[config.mk]
export PLATFORM = sky130hd
export DESIGN_NAME = add_tree_acc_pipe_flat
export DESIGN_NICKNAME = d
export VERILOG_FILES = /design/src/rtl/add_tree_acc_pipe_if.sv /design/src/rtl/add_tree_acc_pipe.sv /design/src/flat_wrapper.sv
export SDC_FILE = /design/constraint.sdc
export NUM_CORES = 2
export LEC_CHECK = 0
export CORE_AREA = 2 2 355 357
export CTS_BUF_LIST = sky130_fd_sc_hd__clkbuf_4 sky130_fd_sc_hd__clkbuf_8 sky130_fd_sc_hd__clkbuf_16
export DETAILED_ROUTE_END_ITERATION = 7
export DIE_AREA = 0 0 357 359
export PLACE_DENSITY_LB_ADDON = 0.1
export SLEW_MARGIN = 30
export SYNTH_ARGS = -nofsm -noshare
export SYNTH_HDL_FRONTEND = slang
export SYNTH_SLANG_ARGS = --single-unit
export TNS_END_PERCENT = 1
[constraint.sdc]
create_clock -name clk -period 40 [get_ports clk]
set_clock_uncertainty 0.05 [all_clocks]
set_input_delay 6 -clock clk [delete_from_list [all_inputs] [get_ports clk]]
set_output_delay 6 -clock clk [all_outputs]
set_load 0.02 [all_outputs]
[src/rtl/add_tree_acc_pipe_if.sv]
// rtl/add_tree_acc_pipe_if.sv - beat-in / result-out handshake bundle for add_tree_acc_pipe
interface add_tree_acc_pipe_if #(
  parameter int WIDTH = 53,
  parameter int N_IN  = 16,
  parameter int ACC_W = 65
);
  logic                    in_valid;
  logic                    in_ready;
  logic [1:0]              in_mode;
  logic [N_IN*WIDTH-1:0]   in_data;
  logic                    out_valid;
  logic                    out_ready;
  logic [ACC_W-1:0]        out_data;
  logic                    out_sat;

  modport master (
    output in_valid, in_mode, in_data, out_ready,
    input  in_ready, out_valid, out_data, out_sat
  );

  modport slave (
    input  in_valid, in_mode, in_data, out_ready,
    output in_ready, out_valid, out_data, out_sat
  );
endinterface

[src/rtl/add_tree_acc_pipe.sv]
// rtl/add_tree_acc_pipe.sv - pipelined signed 4:2 CSA tree with output accumulator
// Optional saturation of ACC results is enabled by defining ADD_TREE_ACC_SAT_EN.
module add_tree_acc_pipe #(
  parameter int WIDTH = 53,
  parameter int N_IN  = 16,
  parameter int ACC_W = 65
) (
  input  logic              clk,
  input  logic              rst,
  add_tree_acc_pipe_if.slave bus
);
  localparam int L   = $clog2(N_IN) / 2;
  localparam int NPT = (N_IN - 1) / 3;

  localparam logic [1:0] MODE_PASS  = 2'b00;
  localparam logic [1:0] MODE_ACC   = 2'b01;
  localparam logic [1:0] MODE_LOAD  = 2'b10;

  // Index of the first sum/carry pair of level k in the flat pair arrays.
  function automatic int lvl_off(input int k);
    int o;
    o = 0;
    for (int j = 0; j < k; j++) o += N_IN >> (2 * (j + 1));
    return o;
  endfunction

  function automatic logic [2*ACC_W-1:0] csa42(
    input logic [ACC_W-1:0] a, b, c, d
  );
    logic [ACC_W-1:0] s1, c1, s2, c2;
    s1 = a ^ b ^ c;
    c1 = ((a & b) | (a & c) | (b & c)) << 1;
    s2 = s1 ^ c1 ^ d;
    c2 = ((s1 & c1) | (s1 & d) | (c1 & d)) << 1;
    return {s2, c2};
  endfunction

  logic [ACC_W-1:0] s_d [NPT];
  logic [ACC_W-1:0] c_d [NPT];
  logic [ACC_W-1:0] s_q [NPT];
  logic [ACC_W-1:0] c_q [NPT];
  logic [L-1:0]     v_q;
  logic [1:0]       m_q [L];
  logic             adv;

  // Level 0 folds 4 operands into a pair; later levels fold 4 pairs into one.
  for (genvar k = 0; k < L; k++) begin : g_lvl
    localparam int NP  = N_IN >> (2 * (k + 1));
    localparam int OFF = lvl_off(k);
    for (genvar p = 0; p < NP; p++) begin : g_pair
      if (k == 0) begin : g_leaf
        logic [ACC_W-1:0] op [4];
        for (genvar j = 0; j < 4; j++) begin : g_ext
          logic [WIDTH-1:0] raw;
          assign raw   = bus.in_data[(4*p+j)*WIDTH +: WIDTH];
          assign op[j] = {{(ACC_W-WIDTH){raw[WIDTH-1]}}, raw};
        end
        assign {s_d[OFF+p], c_d[OFF+p]} = csa42(op[0], op[1], op[2], op[3]);
      end else begin : g_node
        localparam int SRC = lvl_off(k - 1) + 4 * p;
        logic [ACC_W-1:0] x_s, x_c, y_s, y_c;
        assign {x_s, x_c} = csa42(s_q[SRC], c_q[SRC], s_q[SRC+1], c_q[SRC+1]);
        assign {y_s, y_c} = csa42(s_q[SRC+2], c_q[SRC+2], s_q[SRC+3], c_q[SRC+3]);
        assign {s_d[OFF+p], c_d[OFF+p]} = csa42(x_s, x_c, y_s, y_c);
      end
    end
  end

  logic             out_valid_q;
  logic [ACC_W-1:0] out_data_q;
  logic [ACC_W-1:0] acc_q;
  logic [ACC_W-1:0] tree_sum;
  logic [ACC_W-1:0] acc_sum;
  logic [ACC_W-1:0] acc_res;

  assign bus.in_ready = !(out_valid_q && !bus.out_ready);
  assign adv          = bus.in_ready;

  always_ff @(posedge clk or posedge rst) begin
    if (rst) begin
      for (int i = 0; i < NPT; i++) begin
        s_q[i] <= '0;
        c_q[i] <= '0;
      end
      v_q <= '0;
      for (int i = 0; i < L; i++) m_q[i] <= '0;
    end else if (adv) begin
      for (int i = 0; i < NPT; i++) begin
        s_q[i] <= s_d[i];
        c_q[i] <= c_d[i];
      end
      v_q[0] <= bus.in_valid;
      m_q[0] <= bus.in_mode;
      for (int i = 1; i < L; i++) begin
        v_q[i] <= v_q[i-1];
        m_q[i] <= m_q[i-1];
      end
    end
  end

  assign tree_sum = s_q[NPT-1] + c_q[NPT-1];
  assign acc_sum  = acc_q + tree_sum;

`ifdef ADD_TREE_ACC_SAT_EN
  logic acc_ovf;
  logic out_sat_q;

  always_comb begin
    acc_ovf = (acc_q[ACC_W-1] == tree_sum[ACC_W-1]) && (acc_sum[ACC_W-1] != acc_q[ACC_W-1]);
    acc_res = acc_sum;
    if (acc_ovf) acc_res = acc_q[ACC_W-1] ? {1'b1, {(ACC_W-1){1'b0}}} : {1'b0, {(ACC_W-1){1'b1}}};
  end

  // The tree sum alone cannot overflow given the ACC_W bound, so only ACC can flag.
  always_ff @(posedge clk or posedge rst) begin
    if (rst) out_sat_q <= 1'b0;
    else if (adv) out_sat_q <= v_q[L-1] && (m_q[L-1] == MODE_ACC) && acc_ovf;
  end

  assign bus.out_sat = out_sat_q;
`else
  assign acc_res     = acc_sum;
  assign bus.out_sat = 1'b0;
`endif

  always_ff @(posedge clk or posedge rst) begin
    if (rst) begin
      out_valid_q <= 1'b0;
      out_data_q  <= '0;
      acc_q       <= '0;
    end else if (adv) begin
      out_valid_q <= v_q[L-1];
      if (v_q[L-1]) begin
        case (m_q[L-1])
          MODE_PASS: out_data_q <= tree_sum;
          MODE_ACC: begin
            acc_q      <= acc_res;
            out_data_q <= acc_res;
          end
          MODE_LOAD: begin
            acc_q      <= tree_sum;
            out_data_q <= tree_sum;
          end
          default: begin
            acc_q      <= '0;
            out_data_q <= '0;
          end
        endcase
      end
    end
  end

  assign bus.out_valid = out_valid_q;
  assign bus.out_data  = out_data_q;
endmodule

[src/flat_wrapper.sv]
// flat-port wrapper written by rule: the top's interface ports become plain ports
module add_tree_acc_pipe_flat 
#(
  parameter int WIDTH = 53,
  parameter int N_IN  = 16,
  parameter int ACC_W = 65
)
  (clk, rst, bus_in_valid, bus_in_mode, bus_in_data, bus_out_ready, bus_in_ready, bus_out_valid, bus_out_data, bus_out_sat);
  add_tree_acc_pipe_if #(.WIDTH(WIDTH), .N_IN(N_IN), .ACC_W(ACC_W)) bus_i ();
  input  logic clk;
  input  logic rst;
  input wire logic [$bits(bus_i.in_valid)-1:0] bus_in_valid;
  input wire logic [$bits(bus_i.in_mode)-1:0] bus_in_mode;
  input wire logic [$bits(bus_i.in_data)-1:0] bus_in_data;
  input wire logic [$bits(bus_i.out_ready)-1:0] bus_out_ready;
  output wire logic [$bits(bus_i.in_ready)-1:0] bus_in_ready;
  output wire logic [$bits(bus_i.out_valid)-1:0] bus_out_valid;
  output wire logic [$bits(bus_i.out_data)-1:0] bus_out_data;
  output wire logic [$bits(bus_i.out_sat)-1:0] bus_out_sat;
  assign bus_i.in_valid = bus_in_valid;
  assign bus_i.in_mode = bus_in_mode;
  assign bus_i.in_data = bus_in_data;
  assign bus_i.out_ready = bus_out_ready;
  assign bus_in_ready = bus_i.in_ready;
  assign bus_out_valid = bus_i.out_valid;
  assign bus_out_data = bus_i.out_data;
  assign bus_out_sat = bus_i.out_sat;
  add_tree_acc_pipe #(.WIDTH(WIDTH), .N_IN(N_IN), .ACC_W(ACC_W)) u_core (.clk(clk), .rst(rst), .bus(bus_i));
endmodule
---- After elaboration in Yosys (flattened, before gate mapping) ----
Index checks and enable logic that the tools add are counted.
cells by class
  div/mod/pow operators ................... 0
  muxes and demuxes ....................... 2
  shift-type cells ........................ 0
  bitwise operators ....................... 100
  reduce and logical (&&, ||, !) cells .... 7
  magnitude comparators ................... 0
  equal/unequal tests ..................... 2
  add/sub/neg operators ................... 2
  $mul .................................... 0
operators by type and width
  kind                  count
  $and A64 B64 Y64      42
  $xor A65 B65 Y65      28
  $or A64 B64 Y64       28
  $pmux W65 S3          1
  $add A65 B65 Y65      2
  $pmux W65 S2          1
  $reduce_and A3 Y1     1
  $eq A2 B1 Y1 const B  1
  $eq A2 B2 Y1 const B  1
  $logic_not A1 Y1      2
  $logic_not A2 Y1      1
  $not A1 Y1            2
  $reduce_and A2 Y1     1
  $reduce_or A2 Y1      1
  $logic_and A1 B1 Y1   1
storage, ports and cells
  word-level logic and storage cells ...... 129
  register bits after elaboration ......... 782
  bits in read-only memories .............. 0
  memory bits (writable) .................. 0
  memories kept ........................... 0
  bits in latches ......................... 0

---- Logic depth before layout (Yosys ltp) ----
  depth in word-level cells ............... 12
  mapped depth ............................ 23
  depth with buffers taken out ............ 23

---- Worst setup path before layout ----
No wires, ideal clock.
  path type ............................... input to output
  from .................................... input port bus_out_ready
  to ...................................... output port bus_in_ready
  setup slack ............................. 27.124 ns
  arrival time ............................ 6.826 ns
  data required time ...................... 33.950 ns
  path buffers ............................ 2
  stages on the path ...................... 4
  cell sequence ........................... nor2b_1 > inv_2 > clkbuf_1 > clkbuf_1
on the way
  cells in the longest elaborated chain, start to end .. 3
RTL lines
  item                 RTL line                 RTL
  start, declared      flat_wrapper.sv:15       input wire logic [$bits(bus_i.out_ready)-1:0] bus_out_ready;
  $logic_not A1 Y1     add_tree_acc_pipe.sv:76  assign bus.in_ready = !(out_valid_q && !bus.out_ready);
  $logic_and A1 B1 Y1  add_tree_acc_pipe.sv:76
  $logic_not A1 Y1     add_tree_acc_pipe.sv:76
  end, declared        flat_wrapper.sv:16       output wire logic [$bits(bus_i.in_ready)-1:0] bus_in_ready;
No other way between the ends.

---- Worst setup path in the final report ----
Same ends and word-level chain as after synthesis.

==> results.sh <==
export IMPL_hold_viol=0
export IMPL_finalSetupViolations=0
export IMPL_endpoint="bus_in_ready"
export IMPL_grt_pass1_wl_um=243000
export IMPL_max_cap_violations=0
export IMPL_clk_latency_ns=0.65
export IMPL_grt_usage_pct=24.9
export IMPL_clock_sinks=684
export IMPL_fin_crit_sh_pct=34.2
export IMPL_critPathLaunchType="input port"
export IMPL_syn_num_nets=6839
export IMPL_slowest_delay_ns=0.70
export IMPL_ys_flop_type="dfrtp_1"
export IMPL_clock_path_buffers=3
export IMPL_ios=922
export IMPL_cts_setup_buffers=0
export IMPL_cts_hold_buf=0
export IMPL_gp_congestion=0.905
export IMPL_cts_buffers=83
export IMPL_clk_pin_slew_ns=0.05
export IMPL_period_needed_ns=13.69
export IMPL_die_x_um=357
export IMPL_die_height_um=359
export IMPL_holdPathStages=2
export IMPL_critPathBufInv=3
export IMPL_drive_above_1_share_pct=3.77
export IMPL_dr_pass1_iters=5
export IMPL_crit_type="in -> out"
export IMPL_detailed_place_hpwl_um=128000
export IMPL_crit_top_cell="clkdlybuf4s50_1"
export IMPL_ys_types=89
export IMPL_synth_edf_count=0
export IMPL_worst_pin_slew_ns=1.06
export IMPL_worstPathRequired_ns=33.95
export IMPL_grt_overflow_total=0
export IMPL_netlist_area_sq_mm=0.0503
export IMPL_num_rows=130
export IMPL_cp_arrival_ns=7.64
export IMPL_cts_resized_gates=0
export IMPL_min_path_type="reg -> reg"
export IMPL_ff2ff_setup_slack_ns=33.15
export IMPL_yosysSeqAreaShare_pct=34.0
export IMPL_max_freq_ghz=0.0731
export IMPL_async_flop_share_pct=100
export IMPL_slowest_stage="clkdlybuf4s50_1"
export IMPL_ys_warnings_count=0
export IMPL_crit_chain="clkdlybuf4s50_1 > nor2b_4 > inv_8 > clkdlybuf4s50_1"
export IMPL_area_delta_synth_final_pct=27.2
export IMPL_numPortBuffers=920
export IMPL_drc=0
export IMPL_rsz0062_at_grt="false"
export IMPL_syn_avg_cell_area_sq_um=9.89
export IMPL_r2r_start="u_core.c_q[2]"
export IMPL_die_area_sq_mm=0.128
export IMPL_worst_setup_path_end_kind="output port"
export IMPL_antenna_left=0
export IMPL_drtIter0Drc=2576
export IMPL_startpoint="bus_out_ready"
export IMPL_grt_pass1_vias=40300
export IMPL_critPathMaxFanout=59
export IMPL_root_buffer="clkbuf_16"
export IMPL_crit_family="buffers and inverters"
export IMPL_fillers=11700
export IMPL_finalMaxSlewViolations=0
export IMPL_cts_tree="yes"
export IMPL_initial_core_util_pct=40.4
export IMPL_multiInputGateArea_sq_mm=0.0310
export IMPL_status="finished, final reports clean"
export IMPL_wirelength_um=158000
export IMPL_num_vias=38000
export IMPL_cp_depth=4
export IMPL_power_density_mw_per_mm2=105
export IMPL_tns_ns=0
export IMPL_post_drt_wl_per_cell_um=20.7
export IMPL_area_sequential_sq_mm=0.0171
export IMPL_ir_drop_mv=0.0601
export IMPL_cellLeakagePower_uw=0.0298
export IMPL_fin_nets=7663
export IMPL_htree_levels=3
export IMPL_vias_per_cell=4.97
export IMPL_antenna_found_initial=35
export IMPL_rr_worst_depth=21
export IMPL_core_area_sq_mm=0.125
export IMPL_grt_start_max_net_pins=207
export IMPL_synthCells=5088
export IMPL_ys_ff_latch=684
export IMPL_maxSlewHeadroom_pct=29.2
export IMPL_fin_hold_ws_ns=0.418
export IMPL_r2r_end="u_core.acc_q[63]"
where the power goes:
group	switching, uW	total, uW	internal (uW)
Combinational	2860	4740	1880
Clock	311	789	478
Sequential	185	1180	995
worst min path at each step:
stage / slack, ns / from / endpoint
2_1_floorplan: 0.39 / u_core.m_q[2] / u_core.m_q[2]
3_3_place_gp: 0.40 / u_core.v_q[0] / u_core.v_q[0]
3_5_place_dp: 0.41 / u_core.v_q[0] / u_core.v_q[0]
4_1_cts: 0.42 / u_core.v_q[0] / u_core.v_q[0]
5_1_grt: 0.44 / u_core.s_q[25] / u_core.s_q[25]
6_report: 0.42 / u_core.s_q[26] / u_core.s_q[26]
layout by cell type (no fill, tap or decap), types with 8 or more instances in the layout:
cell type        count
ha_1               140
xor2_1              37
nor2_1              72
inv_1              365
nor3_1              27
nand2_1           1778
a221o_1             13
nand2b_1            20
o21ai_1             24
a22oi_1             46
nor2b_1             12
a21boi_0            11
xnor2_1             65
clkbuf_4            14
a21oi_1            195
a31oi_1             25
o21ai_0            200
or3_1                8
clkdlybuf4s50_1    920
o21bai_1            19
clkbuf_16           85
fa_1               755
and4_1              10
and2_1              34
diode_2             15
o211ai_1            16
nand3_1             31
nand4_1             31
clkbuf_8            15
bufinv_16            8
o31ai_1             12
buf_4               20
a21o_1              72
dfrtp_1            684
a211oi_1            18
and3_1              15
clkinv_2            18
o21a_1              15
cell type report:
type / instances / share of cell area (%)
diodes: 15 / 0.0587
clock inverters: 35 / 0.632
inverters: 368 / 2.18
clock buffers: 114 / 3.81
well taps: 1650 / 3.23
flip-flops and latches: 684 / 26.8
repair buffers: 948 / 14.8
multi-input cells: 3827 / 48.5
worst register-to-register path, cell delays in order, from the launching register on:
cell	delay, ns
dfrtp_1	0.39
ha_1	0.25
fa_1	0.43
a21oi_2	0.22
nor2_1	0.11
o311a_1	0.44
nor3_2	0.37
o21a_1	0.30
or2_2	0.17
o21ai_1	0.08
xor2_1	0.42
ha_1	0.33
and4_1	0.27
nand3_1	0.19
nor3b_1	0.43
nand3_1	0.17
a21oi_1	0.48
nor2_1	0.25
o41ai_1	0.60
o21ai_0	0.24
xnor2_1	0.22
a221o_1	0.34
routing by layer:
layer  vias to the layer above  part of all wire [%]  track usage (%)
li1                      17900                     -                -
met1                     18900                    45             35.1
met2                       954                    47             39.5
met3                       172                   5.3             4.11
met4                        14                   2.3             7.38
met5                         -                 0.052                0
Yosys cell counts, drive strengths merged, types with 18 or more instances:
| cell type | n | area, sq um |
|---|---|---|
| nand2 | 1779 | 6680 |
| fa | 755 | 15100 |
| dfrtp | 684 | 17100 |
| inv | 367 | 1380 |
| o21ai | 224 | 1120 |
| a21oi | 197 | 993 |
| clkbuf | 191 | 718 |
| ha | 142 | 1780 |
| nor2 | 73 | 282 |
| a21o | 72 | 541 |
| xnor2 | 67 | 602 |
| a22oi | 46 | 345 |
| xor2 | 37 | 324 |
| and2 | 36 | 230 |
| nand3 | 32 | 165 |
| nand4 | 31 | 194 |
| nor3 | 29 | 155 |
| a31oi | 25 | 156 |
| nand2b | 22 | 138 |
| a211oi | 20 | 168 |
| o21bai | 19 | 143 |
| buf | 18 | 85.1 |
metrics by stage:
step           power, uW  util [%]  instance area, sq um  worst slack [ns]  instances
6_report            6710      51.3                 64000             26.31       7641
5_1_grt             7480      51.3                 64000             26.29       7640
4_1_cts             6780      51.3                 63900             26.33       7626
3_5_place_dp        5940      49.0                 61100             26.33       7477
3_3_place_gp        5900      49.0                 61100             26.33       7477
2_1_floorplan       4430         -                 50300             14.77       5088
registers in the layout (all words and copies together), names as in the netlist:
| name | cells |
|---|---|
| u_core.bus.out_data | 65 |
| u_core.c_q | 273 |
| u_core.m_q | 4 |
| u_core.v_q | 2 |
| u_core.s_q | 274 |
| u_core.bus.out_valid | 1 |
| u_core.acc_q | 65 |
logic make-up after synthesis:
family / count (synthesis) / synth area share [%]
multiplexers: 10 / 0.209
AND/OR/NAND/NOR: 2075 / 16.7
buffers and inverters: 577 / 4.34
AO/OA/AOI/OAI: 740 / 9.32
other: 1 / 0.00746
flip-flops: 684 / 34.0
adder cells (fa/ha/maj): 897 / 33.6
XOR/XNOR: 104 / 1.84
Power figures use the tool's default switching activity.
